==> config.mk <==
export PLATFORM = sky130hd
export DESIGN_NAME = ram_stream_reader
export DESIGN_NICKNAME = d
export VERILOG_FILES = /design/src/rtl/ram_stream_reader_pkg.sv /design/src/rtl/ram_stream_reader_stream_fifo.sv /design/src/rtl/ram_stream_reader.sv
export SDC_FILE = /design/constraint.sdc
export NUM_CORES = 1
export LEC_CHECK = 0
export ABC_CLOCK_PERIOD_IN_PS = 9300
export CAP_MARGIN = 0
export CORE_MARGIN = 5
export CORE_UTILIZATION = 55
export CTS_BUF_LIST = sky130_fd_sc_hd__clkbuf_8
export DETAILED_ROUTE_END_ITERATION = 7
export PLACE_DENSITY = 0.87
export SYNTH_ARGS = -nofsm -noshare
export SYNTH_HDL_FRONTEND = slang
export SYNTH_SLANG_ARGS = --single-unit
==> constraint.sdc <==
create_clock -name clk -period 9.3 [get_ports clk]
set_clock_uncertainty 0.05 [all_clocks]
set_input_delay 1.86 -clock clk [delete_from_list [all_inputs] [get_ports clk]]
set_output_delay 1.86 -clock clk [all_outputs]
set_load 0.05 [all_outputs]
==> src/rtl/ram_stream_reader_pkg.sv <==
// Shared definitions for the RAM stream reader.
//   state_t            : burst controller states
//   DEFAULT_FIFO_DEPTH : default output buffer depth in 32-bit words (min 3)
//   DATA_W             : RAM / stream data width
package ram_stream_reader_pkg;

    typedef enum logic [1:0] {
        IDLE  = 2'd0,
        RUN   = 2'd1,
        DRAIN = 2'd2
    } state_t;

    localparam int DEFAULT_FIFO_DEPTH = 3;
    localparam int DATA_W             = 32;

endpackage

==> src/rtl/ram_stream_reader_stream_fifo.sv <==
// stream_fifo: small synchronous FIFO used as the reader's output buffer.
//   clk, rst   : clock, asynchronous active-high reset
//   push       : write push_data at the end of this cycle
//   push_data  : {last, data} word to store
//   pop        : consume the head word at the end of this cycle
//   head_data  : current head word, zero when empty
//   count      : number of stored words
// A push and a pop in the same cycle leave count unchanged, also when full.
module stream_fifo
    import ram_stream_reader_pkg::*;
#(
    parameter  int DEPTH = DEFAULT_FIFO_DEPTH,
    parameter  int WIDTH = DATA_W + 1,
    localparam int CNT_W = $clog2(DEPTH + 1),
    localparam int PTR_W = (DEPTH > 1) ? $clog2(DEPTH) : 1
) (
    input  logic             clk,
    input  logic             rst,
    input  logic             push,
    input  logic [WIDTH-1:0] push_data,
    input  logic             pop,
    output logic [WIDTH-1:0] head_data,
    output logic [CNT_W-1:0] count
);

    logic [WIDTH-1:0] mem_q [DEPTH];
    logic [WIDTH-1:0] mem_d [DEPTH];
    logic [PTR_W-1:0] wr_q, wr_d;
    logic [PTR_W-1:0] rd_q, rd_d;
    logic [CNT_W-1:0] cnt_q, cnt_d;
    logic             do_push, do_pop;

    function automatic logic [PTR_W-1:0] ptr_inc(input logic [PTR_W-1:0] p);
        return (p == PTR_W'(DEPTH - 1)) ? '0 : p + 1'b1;
    endfunction

    // A full FIFO still accepts a push when the same cycle frees a slot.
    assign do_pop  = pop && (cnt_q != '0);
    assign do_push = push && ((cnt_q != CNT_W'(DEPTH)) || do_pop);

    always_comb begin
        mem_d = mem_q;
        wr_d  = wr_q;
        rd_d  = rd_q;
        if (do_push) begin
            mem_d[wr_q] = push_data;
            wr_d        = ptr_inc(wr_q);
        end
        if (do_pop) begin
            rd_d = ptr_inc(rd_q);
        end
        cnt_d = cnt_q + CNT_W'(do_push) - CNT_W'(do_pop);
    end

    always_ff @(posedge clk or posedge rst) begin
        if (rst) begin
            mem_q <= '{default: '0};
            wr_q  <= '0;
            rd_q  <= '0;
            cnt_q <= '0;
        end else begin
            mem_q <= mem_d;
            wr_q  <= wr_d;
            rd_q  <= rd_d;
            cnt_q <= cnt_d;
        end
    end

    // Gate the head so the stream outputs read as zero whenever nothing is stored.
    assign head_data = (cnt_q != '0) ? mem_q[rd_q] : '0;
    assign count     = cnt_q;

endmodule

==> src/rtl/ram_stream_reader.sv <==
// ram_stream_reader: reads a burst of consecutive words from a synchronous
// RAM (one-cycle read latency) and streams them out with valid/ready.
//   clk, rst            : clock, asynchronous active-high reset
//   start, base_addr,
//   length              : burst request, sampled only while idle
//   busy, done          : burst in progress / one-cycle completion pulse
//   ram_addr, ram_rdata : RAM read port
//   out_data, out_valid,
//   out_ready, out_last : output stream, out_last marks the final word
module ram_stream_reader
    import ram_stream_reader_pkg::*;
#(
    parameter int ADDR_WIDTH = 16,
    parameter int FIFO_DEPTH = DEFAULT_FIFO_DEPTH
) (
    input  logic                  clk,
    input  logic                  rst,
    input  logic                  start,
    input  logic [ADDR_WIDTH-1:0] base_addr,
    input  logic [ADDR_WIDTH:0]   length,
    output logic                  busy,
    output logic                  done,
    output logic [ADDR_WIDTH-1:0] ram_addr,
    input  logic [DATA_W-1:0]     ram_rdata,
    output logic [DATA_W-1:0]     out_data,
    output logic                  out_valid,
    input  logic                  out_ready,
    output logic                  out_last
);

    localparam int CNT_W = $clog2(FIFO_DEPTH + 1);
    localparam logic [ADDR_WIDTH:0] ONE = 1;

    state_t                state_q, state_d;
    logic [ADDR_WIDTH-1:0] addr_q, addr_d;          // next address to issue
    logic [ADDR_WIDTH-1:0] ram_addr_q, ram_addr_d;  // last issued address
    logic [ADDR_WIDTH:0]   rem_q, rem_d;            // reads still to issue
    logic                  inflight_q, inflight_d;
    logic                  inflight_last_q, inflight_last_d;
    logic                  done_q, done_d;

    logic [CNT_W-1:0]      fifo_count;
    logic [DATA_W:0]       head;
    logic                  pop;
    logic                  issue;

    assign out_valid = (fifo_count != '0);
    assign out_data  = head[DATA_W-1:0];
    assign out_last  = head[DATA_W];
    assign pop       = out_valid && out_ready;

    // Space check uses the count after this cycle's pop plus the read whose
    // data lands at the end of this cycle, so the FIFO can never overflow.
    assign issue = (state_q == RUN) &&
                   ((int'(fifo_count) - int'(pop) + int'(inflight_q)) < FIFO_DEPTH);

    // The issued address goes straight out; otherwise hold the last one.
    assign ram_addr = issue ? addr_q : ram_addr_q;
    assign busy     = (state_q != IDLE);
    assign done     = done_q;

    always_comb begin
        state_d         = state_q;
        addr_d          = addr_q;
        ram_addr_d      = ram_addr_q;
        rem_d           = rem_q;
        inflight_d      = issue;
        inflight_last_d = issue && (rem_q == ONE);
        done_d          = 1'b0;
        case (state_q)
            IDLE: begin
                if (start) begin
                    if (length == '0) begin
                        done_d = 1'b1;
                    end else begin
                        state_d = RUN;
                        addr_d  = base_addr;
                        rem_d   = length;
                    end
                end
            end
            RUN: begin
                if (issue) begin
                    addr_d     = addr_q + 1'b1;  // wraps at the top of memory
                    ram_addr_d = addr_q;
                    rem_d      = rem_q - ONE;
                    if (rem_q == ONE) begin
                        state_d = DRAIN;
                    end
                end
            end
            DRAIN: begin
                if (pop && out_last) begin
                    state_d = IDLE;
                    done_d  = 1'b1;
                end
            end
            default: state_d = IDLE;
        endcase
    end

    always_ff @(posedge clk or posedge rst) begin
        if (rst) begin
            state_q         <= IDLE;
            addr_q          <= '0;
            ram_addr_q      <= '0;
            rem_q           <= '0;
            inflight_q      <= 1'b0;
            inflight_last_q <= 1'b0;
            done_q          <= 1'b0;
        end else begin
            state_q         <= state_d;
            addr_q          <= addr_d;
            ram_addr_q      <= ram_addr_d;
            rem_q           <= rem_d;
            inflight_q      <= inflight_d;
            inflight_last_q <= inflight_last_d;
            done_q          <= done_d;
        end
    end

    // RAM data is only captured for the cycle after an issue; other cycles'
    // rdata is dropped.
    stream_fifo #(
        .DEPTH (FIFO_DEPTH),
        .WIDTH (DATA_W + 1)
    ) u_fifo (
        .clk       (clk),
        .rst       (rst),
        .push      (inflight_q),
        .push_data ({inflight_last_q, ram_rdata}),
        .pop       (pop),
        .head_data (head),
        .count     (fifo_count)
    );

endmodule
* Word level (Yosys, flattened, before mapping)
Index checks and enable logic that the tools add are counted.
Storage, ports and cells: register bits after elaboration 159, input port bits 69, output and inout port bits 52, word-level logic and storage cells 81
Cells by class: add/sub/neg operators 8, order comparisons 4, equality and inequality tests 11, muxes and demuxes 28, bitwise logic cells 2, reductions and logical operators 15
Operator list (count):
- two-way mux 33 bit | 4
- bitwise mux 99 bit | 1
- binary-select mux 33 bit (select 2 bit) | 1
- demux 33 bit (select 2 bit) | 1
- two-way mux 16 bit | 4
- two-way mux 17 bit | 3
- one-hot mux 17 bit (2 select lines) | 1
- one-hot mux 16 bit (2 select lines) | 1
- == test 17 x 1 -> 1 bit (second input constant) | 1
- logical NOT 17 bit | 1
- subtractor 17 x 1 -> 17 bit (second input constant) | 1
- adder 16 x 1 -> 16 bit (second input constant) | 1
- two-way mux 2 bit | 7
- inequality test 2 bit (second input constant) | 5
- logical AND 1 bit | 7
- == test 2 bit (second input constant) | 3
- greater-or-equal comparator 3 bit (second input constant) | 2
- NOT 2 -> 3 bit | 2
- one-hot mux 2 bit (3 select lines) | 1
- nonzero test 2 bit | 3
- AND reduction 5 bit | 1
- adder 2 x 1 -> 2 bit (second input constant) | 2
- adder 3 x 2 -> 4 bit | 1
- less-than comparator 4 x 3 -> 1 bit (second input constant) | 1
- 11 further kinds | 13

* Longest topological paths before layout
word-level depth 8, mapped depth 16, gate-level depth less buffers 14

* By module
Synthesis repeated with hierarchy kept, for this count alone.
Unflattened totals: cell total of the unflattened synthesis 696, area total of the unflattened synthesis 8309.2 µm²
Modules (own cells, without submodules):
- stream_fifo | times used 1, cells an instance 352, area an instance 5068.6 µm², seq. area each 2627.5 µm²
- ram_stream_reader | times used 1, cells an instance 344, area an instance 3240.6 µm², seq. area each 1351.3 µm²

* Worst setup path after synthesis
Ideal clock, no wire load.
path type input -> output, start input out_ready, end output ram_addr[13], arrival time 4.688 ns, data required time 7.390 ns, slack 2.702 ns, stages on the path 12, buffers on the path 2, cells stage by stage nand2_1 inv_1 ha_1 inv_1 ha_1 ha_1 and2_0 o21a_1 nand2b_1 buf_2 buf_2 o21ai_0
On the way: longest elaborated chain between the ends 6
Ends and longest elaborated chain:
- start, declared | line ram_stream_reader.sv:27 | input logic out_ready,
- logical AND 1 bit | line ram_stream_reader.sv:50 | assign pop = out_valid && out_ready;
- subtractor 2 x 1 -> 3 bit | line ram_stream_reader.sv:55 | ((int'(fifo_count) - int'(pop) + int'(inflight_q)) < FIFO_DEPTH);
- adder 3 x 2 -> 4 bit | line ram_stream_reader.sv:55
- less-than comparator 4 x 3 -> 1 bit | line ram_stream_reader.sv:55
- logical AND 1 bit | line ram_stream_reader.sv:54 | assign issue = (state_q == RUN) &&
- two-way mux 16 bit
- end, declared | line ram_stream_reader.sv:23 | output logic [ADDR_WIDTH-1:0] ram_addr,
Every way passes these cells.

* Worst setup path in the final report
start input out_ready, end output ram_addr[9]
The elaborated chain is that of the path after synthesis.

==> implementation parameters <==
Parameter                              Value

Logic synthesis
  Number of unique standard cell types used by synthesis ... 66
  Area of the mapped netlist ... 8050 um2
  Commonest cells in the netlist ... 159 x dfrtp_1, 100 x mux2_2, 89 x nand2_1, 89 x nor2_1, 49 x a21oi_1
  Area share of the leading cell type in the synthesized netlist ... slightly below 50%
  Count of mapped cells out of synthesis ... 768
  Number of warnings printed during yosys synthesis ... 0
  Most used standard cell by instance count after synthesis ... dfrtp_1
  Most frequently used flop master after synthesis ... dfrtp_1
  Cell types with the largest area share after synthesis ... dfrtp_1 49%, mux2_2 14%, mux2i_1 4.2%
  Share of the yosys chip area belonging to registers ... 49.4%
  Post-synthesis net count ... 845
  Number of flip-flops and latches in the synthesized netlist ... around 160
  Syn Area/Cell ... 10.5 um2
  Yosys top cell by area ... dfrtp_1
  EDFF count, synth ... 0
  Async set-or-reset flop fraction in the synthesized netlist ... between 90% and 100%

Outcome
  Result of the run ... finished clean

STA
  Final Max Slew Viols ... 0
  Highest clock rate ... 138 MHz
  Shortest period the worst path allows ... 7.24 ns
  Final setup violation count ... 0
  Aggregate negative setup slack ... 0 ns
  Hold Vio Cnt, Final ... 0
  Unrepaired setup endpoints after global routing ... no
  Period utilization ... 77.9%
  Worst Max-Slew Pin Slew ... 1.23 ns
  Max-slew headroom at the worst pin ... 17.9%

Clocking
  Clock latency reported for the late side of the worst-skew pair ... 0.45 ns
  Clock net sink count ... 159
  Total CTS buffers ... 17
  CTS tree ... built
  Number of buffers on the longest clock path ... 2
  Resize count post-CTS ... 0
  Root buffer selected by CTS ... clkbuf_8
  Cts-stage hold buffer count ... 0
  Post CTS Setup Buffer Count ... 0
  Count of H-tree levels built during CTS ... 4
  Clock Pin Slew Worst Setup and Hold Paths ... 0.09 ns

Final layout
  Layout net count ... 942
  Finished Core Util ... 67.3%
  Antenna diode count ... 0
  Cell area after layout ... just under 10000 um2
  Share of final-layout standard cells stronger than drive strength 1 ... 20.2%
  Growth of design area from synthesis to finish ... 20.5%

GRT
  Grt ovf ... 0
  Global-route wire length before repair ... 32500 um
  Initial antenna violation count ... 1
  Vias in the first global route ... between 6000 and 7000
  Maximum number of pins on one net before global-route repair ... 84
  Overall routing resource usage ... 23.9%

Setup path
  Worst R2R End ... addr_q[15]$_DFFE_PP0P_
  Worst Setup Path Type ... in -> out
  Worst reg-to-reg setup slack ... around 5.7 ns
  Worst path arrival time ... 5.33 ns
  Kind of start point of the critical path ... primary input
  Path depth of the worst reg2reg path ... 15
  Endpoint kind of the worst setup timing path ... output port
  Maximum fanout along the worst path ... 20
  Worst reg2reg startpoint ... u_fifo.count[0]$_DFF_PP0_
  CP required ... 7.39 ns

Routing
  Iteration-0 DRC count of the detailed router ... 730
  Post-DR wirelength/cell ... 18.7 um
  Final wirelength ... 19900 um
  Mean number of vias per cell ... 5.98
  Antenna viol nets, final ... 0
  Routed vias ... 6354
  Number of DRC violations after detailed routing ... 0
  Number of iterations in the first detailed-routing pass ... 6

Placed design
  RD Place Congestion ... 0.898
  Total of buffers placed on input and output ports ... 120
  Post-detailed-placement cell area ... ~9300 um2
  Post-DP HPWL ... 13000 um

Min path
  End point of the most critical hold path ... ram_addr_q[6]$_DFFE_PP0P_
  Hold Path Class ... reg -> reg
  Critical hold path startpoint ... ram_addr_q[6]$_DFFE_PP0P_
  Hold Path Stages ... 2

Floorplanning
  Starting Density ... 55.8%
  Standard-cell row count ... 44
  Vertical die dimension ... 131 um
  Placeable Area ... 14400 um2
  Die Span X ... between 100 and 150 um
  Number of primary I/O pins ... about 120
  Die Footprint ... 17200 um2

Flow run
  Max-cap violations ... 0
==> layout make-up <==
class | instances | area, um2
Tap cell | 184 | 230
Inverter | 15 | 61.3
Multi-Input combinational cell | 545 | 3770
Clock buffer | 18 | 248
Timing Repair Buffer | 127 | 1250
Clock inverter | 14 | 156
Sequential cell | 159 | 3980
Fill cell | 1045 | 4720
==> worst max path at each step <==
| stage | startpoint | endpoint | slack [ns] | cells past startpoint |
|---|---|---|---|---|
| floorplan | out_ready | ram_addr[13] | 2.70 | 12 |
| global placement | out_ready | ram_addr[9] | 2.20 | 14 |
| detailed placement | out_ready | ram_addr[9] | 2.07 | 14 |
| CTS | out_ready | ram_addr[9] | 2.07 | 14 |
| global route | out_ready | ram_addr[3] | 1.89 | 14 |
| finish | out_ready | ram_addr[9] | 2.06 | 14 |
==> cell usage in the layout, fill, tap and decap left out, drive strengths merged, types with 2 or more instances in the layout <==
cell           instances
nor3                  12
a2bb2oi                3
and2                   5
a31o                   4
a21o                   3
ha                     8
a211oi                 2
nand2                 91
or3                    2
o211ai                 3
nand2b                 7
nand3                  9
buf                    7
o2111ai                3
o22ai                  5
a21oi                 58
inv                   21
o21ai                 29
a22oi                  2
a311oi                 3
mux2                 100
o21a                   2
clkbuf                18
and3                   5
a31oi                 17
bufinv                 2
o31a                   2
nor2b                  3
or4                    2
nor4                   9
nor2                  90
nand4                  5
mux2i                 34
and4                   2
xnor2                  2
dfrtp                159
o31ai                 12
clkinv                 5
clkdlybuf4s50        120
==> cell families (layout without fill, tap and decap cells) <==
kind of cell	after synthesis	after routing	share of synthesized area (%)
xor gates and xnor gates	3	3	0.326
adders and majority gates	8	8	1.24
muxes	134	134	18.2
buffers and inverters	64	174	3.92
and+or+nand+nor	246	246	14.1
DFF	159	159	49.4
AOI/OAI and AO/OA	154	154	12.8
==> routing by layer <==
| metal | vias up | wire [um] | global-route usage, % |
|---|---|---|---|
| met1 | 3154 | 8200 | 30.8 |
| met3 | 37 | 1540 | 6.18 |
| met5 | - | 13 | 0 |
| met2 | 242 | 9710 | 39.2 |
| met4 | 2 | 432 | 8.59 |
| li1 | 2919 | - | - |
==> registers in the layout, indices dropped and copies added (netlist names) <==
name / flops
inflight_q: 1
state_q: 2
inflight_last_q: 1
ram_addr_q: 16
u_fifo.count: 2
u_fifo.mem_q: 99
u_fifo.rd_q: 2
u_fifo.wr_q: 2
done: 1
rem_q: 17
addr_q: 16
==> metrics by stage <==
stage | instances | worst slack, ns | hold WS [ns]
floorplan | 768 | 2.70 | 0.389
global placement | 1030 | 2.20 | 0.405
detailed placement | 1030 | 2.07 | 0.411
CTS | 1062 | 2.07 | 0.430
global route | 1062 | 1.89 | 0.447
finish | 1062 | 2.06 | 0.425
==> worst max-delay path, cell delays in order <==
cell and delay (ns):
clkdlybuf4s50_1 0.45, nand2_1 0.19, inv_1 0.08, ha_1 0.27, inv_1 0.05, ha_1 0.19
ha_1 0.28, and2_0 0.15, o21a_1 0.22, nand2b_1 0.17, inv_2 0.37, nand2_1 0.15
nand2_1 0.08, clkdlybuf4s50_1 0.80
Power is not shown: default switching activity piles up to over one toggle a cycle in this logic, so the estimate is an artifact.
